`config.mk`:
```
export PLATFORM = sky130hd
export DESIGN_NAME = ram_ins_fetch_flat
export DESIGN_NICKNAME = d
export VERILOG_FILES = /design/src/rtl/ram_ins_fetch_if.sv /design/src/rtl/ram_ins_fetch.sv /design/src/flat_wrapper.sv
export SDC_FILE = /design/constraint.sdc
export NUM_CORES = 1
export LEC_CHECK = 0
export BUFFER_PORTS_ARGS = -buffer_cell sky130_fd_sc_hd__buf_2
export CAP_MARGIN = 0
export CORE_MARGIN = 2
export CORE_UTILIZATION = 48
export DETAILED_ROUTE_END_ITERATION = 10
export GPL_TIMING_DRIVEN = 0
export PLACE_DENSITY = 0.83
export SYNTH_ARGS = -nofsm -noshare
export SYNTH_HDL_FRONTEND = slang
export SYNTH_SLANG_ARGS = --single-unit
```
`constraint.sdc`:
```
create_clock -name Clock -period 3.13 [get_ports Clock]
set_input_delay 0.626 -clock Clock [delete_from_list [all_inputs] [get_ports Clock]]
set_output_delay 0.626 -clock Clock [all_outputs]
set_load 0.1 [all_outputs]
```
`src/rtl/ram_ins_fetch_if.sv`:
```
`default_nettype none
// +--------------------------------------------------------------------------+
// | ram_ins_fetch_if : RAM read port plus decode-stage valid/ready handshake |
// | Revision 1.0                                                             |
// +--------------------------------------------------------------------------+
interface ram_ins_fetch_if #(
    parameter int ADDR_W = 5,
    parameter int DATA_W = 8
) ();
    logic [ADDR_W-1:0] RamAddr;
    logic              RamRd;
    logic [DATA_W-1:0] RamQ;
    logic [DATA_W-1:0] Ins;
    logic              InsValid;
    logic              InsReady;
    logic              JumpEn;
    logic [ADDR_W-1:0] JumpAddr;

    modport master (
        output RamAddr, RamRd, Ins, InsValid,
        input  RamQ, InsReady, JumpEn, JumpAddr
    );

    modport slave (
        input  RamAddr, RamRd, Ins, InsValid,
        output RamQ, InsReady, JumpEn, JumpAddr
    );
endinterface
`default_nettype wire

```
`src/rtl/ram_ins_fetch.sv`:
```
`default_nettype none
// +--------------------------------------------------------------------------+
// | ram_ins_fetch : reads the loaded program from instruction RAM and hands  |
// | it to decode one instruction at a time, with jumps and halt detection.   |
// | Revision 1.0                                                             |
// +--------------------------------------------------------------------------+
module ram_ins_fetch #(
    parameter int                ADDR_W      = 5,
    parameter int                DATA_W      = 8,
    parameter logic [DATA_W-1:0] HALT_OPCODE = 8'hFF
) (
    input  wire logic              Clock,
    input  wire logic              Reset,
    input  wire logic              LoadActive,
    input  wire logic              Start,
    ram_ins_fetch_if.master        bus,
    output logic      [ADDR_W-1:0] PC,
    output logic                   Busy,
    output logic                   Halted
);

    typedef enum logic [2:0] {
        S_IDLE  = 3'd0,
        S_ISSUE = 3'd1,
        S_WAIT  = 3'd2,
        S_HOLD  = 3'd3,
        S_HALT  = 3'd4
    } state_t;

    localparam logic [ADDR_W-1:0] C_PC_ONE = {{(ADDR_W-1){1'b0}}, 1'b1};

    state_t            state_q, state_d;
    logic [ADDR_W-1:0] pc_q,    pc_d;
    logic [DATA_W-1:0] ins_q,   ins_d;

    always_ff @(posedge Clock or posedge Reset) begin
        if (Reset) begin
            state_q <= S_IDLE;
            pc_q    <= '0;
            ins_q   <= '0;
        end else begin
            state_q <= state_d;
            pc_q    <= pc_d;
            ins_q   <= ins_d;
        end
    end

    // A loader request in any busy state aborts; PC and Ins stay untouched.
    always_comb begin
        state_d = state_q;
        pc_d    = pc_q;
        ins_d   = ins_q;
        unique case (state_q)
            S_IDLE, S_HALT: begin
                if (Start && !LoadActive) begin
                    pc_d    = '0;
                    state_d = S_ISSUE;
                end
            end
            S_ISSUE: begin
                state_d = LoadActive ? S_IDLE : S_WAIT;
            end
            S_WAIT: begin
                if (LoadActive) begin
                    state_d = S_IDLE;
                end else if (bus.RamQ == HALT_OPCODE) begin
                    state_d = S_HALT;
                end else begin
                    ins_d   = bus.RamQ;
                    state_d = S_HOLD;
                end
            end
            S_HOLD: begin
                if (LoadActive) begin
                    state_d = S_IDLE;
                end else if (bus.InsReady) begin
                    pc_d    = bus.JumpEn ? bus.JumpAddr : pc_q + C_PC_ONE;
                    state_d = S_ISSUE;
                end
            end
            default: begin
                state_d = S_IDLE;
            end
        endcase
    end

    // All handshake and status outputs are Moore decodes of the state register.
    assign bus.RamAddr  = pc_q;
    assign bus.RamRd    = (state_q == S_ISSUE);
    assign bus.Ins      = ins_q;
    assign bus.InsValid = (state_q == S_HOLD);
    assign PC           = pc_q;
    assign Busy         = (state_q != S_IDLE) && (state_q != S_HALT);
    assign Halted       = (state_q == S_HALT);

endmodule
`default_nettype wire
```
`src/flat_wrapper.sv`:
```
// flat-port wrapper written by rule: the top's interface ports become plain ports
module ram_ins_fetch_flat 
#(
    parameter int                ADDR_W      = 5,
    parameter int                DATA_W      = 8,
    parameter logic [DATA_W-1:0] HALT_OPCODE = 8'hFF
)
  (Clock, Reset, LoadActive, Start, PC, Busy, Halted, bus_RamAddr, bus_RamRd, bus_Ins, bus_InsValid, bus_RamQ, bus_InsReady, bus_JumpEn, bus_JumpAddr);
  ram_ins_fetch_if #(.ADDR_W(ADDR_W), .DATA_W(DATA_W)) bus_i ();
  input  wire logic Clock;
  input  wire logic Reset;
  input  wire logic LoadActive;
  input  wire logic Start;
  output logic      [ADDR_W-1:0] PC;
  output logic Busy;
  output logic Halted;
  output wire logic [$bits(bus_i.RamAddr)-1:0] bus_RamAddr;
  output wire logic [$bits(bus_i.RamRd)-1:0] bus_RamRd;
  output wire logic [$bits(bus_i.Ins)-1:0] bus_Ins;
  output wire logic [$bits(bus_i.InsValid)-1:0] bus_InsValid;
  input wire logic [$bits(bus_i.RamQ)-1:0] bus_RamQ;
  input wire logic [$bits(bus_i.InsReady)-1:0] bus_InsReady;
  input wire logic [$bits(bus_i.JumpEn)-1:0] bus_JumpEn;
  input wire logic [$bits(bus_i.JumpAddr)-1:0] bus_JumpAddr;
  assign bus_RamAddr = bus_i.RamAddr;
  assign bus_RamRd = bus_i.RamRd;
  assign bus_Ins = bus_i.Ins;
  assign bus_InsValid = bus_i.InsValid;
  assign bus_i.RamQ = bus_RamQ;
  assign bus_i.InsReady = bus_InsReady;
  assign bus_i.JumpEn = bus_JumpEn;
  assign bus_i.JumpAddr = bus_JumpAddr;
  ram_ins_fetch #(.ADDR_W(ADDR_W), .DATA_W(DATA_W), .HALT_OPCODE(HALT_OPCODE)) u_core (.Clock(Clock), .Reset(Reset), .LoadActive(LoadActive), .Start(Start), .bus(bus_i), .PC(PC), .Busy(Busy), .Halted(Halted));
endmodule
```
==> reports/metrics.cfg <==
[status]
outcome=finished clean

[timing]
fin_worst_skew_ns=0.00364
final_period_minus_worst_setup_slack_ns=2.29
slew_headroom_pct=59.1
setup-violations-final=0
final_worst_setup_slack_ns=0.843
achievable-frequency_ghz=0.437
timing_max_transition_violations_final=0
worstMarginPinSlew_ns=0.612
hold_viol=0
finalCritPeriodShare_pct=73.1
tns_ns=0
rsz0062_at_grt=false

[die]
floorplan_die_width_um=46.2
row_count=15
placeableCoreArea_sq_um=1710
floorplan.initialDensity_pct=50.1
dieHeight_um=46.2
floorplan.io_pins=41
design.die.area_sq_um=2140

[cts]
cts-hold-fix-buffers=0
cts.repair_timing.setup_buffer_count=0
clk-insertion-delay-late_ns=0.30
clock_tree_from_tritoncts=built
number_of_clock_buffers_inserted_by_tritoncts=3
cts-htree-levels=1
clock-root-buffer=sky130_fd_sc_hd__clkbuf_4
clock_sink_count=16
ctsLongestPathBuffers=2
post_cts_resized=0
cts.reportedPaths.clkPinSlew_ns=0.10

[routing]
ant_nets=0
drc=0
vias_per_cell=5.29
num_vias=814
drt-wirelength-per-cell_um=12.5
routed_wl_um=1920
detail_route.first_pass.iterations=4
drt-initial-drc-count=10

[synthesis]
netlist_instances=85
ys_warn_count=0
synth_common_cells=sky130_fd_sc_hd__dfrtp_1 (16), sky130_fd_sc_hd__nand2_1 (7), sky130_fd_sc_hd__inv_1 (6)
synth-adder-area-share_pct=1.46
synth-edff-count=0
async_flop_share_pct=100
synth_seq_cells=16
dominantRegCellSynth=sky130_fd_sc_hd__dfrtp_1
post-synth-top-area-cell=sky130_fd_sc_hd__dfrtp_1
synth_fp_nets=105
dominant_combinational_cell_family_by_area_after_synthesis=compound AO/OA/AOI/OAI gates
synth-xor-area-share_pct=0
synth_top_area_share_pct=46.8
ys_types=32
synth_compound_gate_area_share_pct=19.0
ranking_of_synthesized_cells_by_area=sky130_fd_sc_hd__dfrtp_1 (47%), sky130_fd_sc_hd__mux2_2 (5.3%), sky130_fd_sc_hd__buf_4 (4.4%)
post_synth_mux_area_share_pct=6.43
postSynthAreaPerCell_sq_um=10.1
post_synth_design_cell_area_sq_um=856
simple_gate_area_share_of_the_yosys_netlist_pct=18.3
synth_sequential_area_ratio_pct=46.8
synthMostInstantiatedCell=sky130_fd_sc_hd__dfrtp_1

[finish]
seqCellArea_sq_um=400
drive_above_1_share_pct=44.2
final.fill_count=152
final_net_count=150
multi_input_comb_area_sq_um=392
antenna_cells_inserted=0
final_design_area_no_fill_sq_um=1130
areaGrowthSynthToFinish_pct=31.9
post-route-util_pct=66.1

[flow_run]
maxCapViolations=0

[setup_path]
cp-end-kind=output pin
worstSetupStartpointType=flop
critPathRequiredTime_ns=2.50
critical_path_peak_fanout=7
crit_path_kind=reg2out
cp.arrival_ns=1.66
setup.reg_to_reg.worst_slack_ns=1.23

[global_routing]
first_global_vias=739
largest_net_degree_at_the_start_of_global_routing=17
antenna_found_initial=0
global_route_wire_length_before_repair_um=3110
global_route.overflow_total=0
grt_usage_pct=20.4

[placement]
preCtsSetupSlack_ns=0.976
detailed_place_hpwl_um=1490
dpl_cell_area_sq_um=1090
io_buffers=40
globalplace.congestion=0.848

[hold_path]
hold_path_class=in2async

-- routing by layer --
layer | global-route usage (%) | part of all wire [%] | wire (um)
met1 | 25.4 | 42 | 801
met2 | 32.5 | 49 | 938
met3 | 5.49 | 7.7 | 147
met4 | 9.71 | 1.6 | 31
met5 | 0 | 0 | 0
-- cell usage in the layout, fill, tap and decap left out, drive strengths merged, types with 4 or more instances in the layout --
cell type and count:
buf 46, nor3 4, nand2 7, clkbuf 5, mux2 4, a21oi 5, nor2 4, o21ai 4
o22a 4, inv 6, dfrtp 16
-- sequential cells by signal, indices dropped and copies added, names as in the netlist --
name            count
u_core.PC           5
u_core.bus.Ins      8
u_core.state_q      3
-- worst max-delay path, cell delays in order (launching register included) --
cell	delay (ns)
sky130_fd_sc_hd__dfrtp_1	0.45
sky130_fd_sc_hd__nand3b_1	0.33
sky130_fd_sc_hd__inv_1	0.15
sky130_fd_sc_hd__buf_2	0.44
-- cells by family (layout without fill, tap and decap cells) --
logic type | after synthesis | after routing
adder cells (fa/ha/maj) | 1 | 1
multiplexers | 5 | 5
AND/OR/NAND/NOR | 28 | 28
AO/OA/AOI/OAI | 22 | 22
flip-flops | 16 | 16
buffers and inverters | 13 | 57
-- final cells by class --
cell class              instances  share of cell area (%)
flip-flops and latches         16                    35.5
multi-input cells              56                    34.7
repair buffers                 40                    17.7
plain buffers                   7                    4.10
clock buffers                   4                    3.22
well taps                      25                    2.77
inverters                       6                    2.00
-- metrics by stage --
| step | instances | hold slack (ns) |
|---|---|---|
| 6_report | 154 | 0.385 |
| 5_1_grt | 154 | 0.452 |
| 4_1_cts | 154 | 0.413 |
| 3_5_place_dp | 150 | 0.477 |
| 3_3_place_gp | 150 | 0.467 |
| 2_1_floorplan | 85 | 0.540 |
-- worst paths after layout --
path / startpoint / depth (start not counted) / end
max in group asynchronous: Reset / 2 / u_core.state_q[2]
max: u_core.state_q[2] / 3 / bus_InsValid
min: Reset / 2 / u_core.bus.Ins[4]
max reg2reg: u_core.state_q[2] / 4 / u_core.bus.Ins[4]
min in group Clock: u_core.bus.Ins[1] / 1 / u_core.bus.Ins[1]
min reg2reg: u_core.bus.Ins[1] / 1 / u_core.bus.Ins[1]
Power is left out: the tool's default activity adds up to more than one toggle a clock period on the data nets, which glitch-free logic cannot reach.
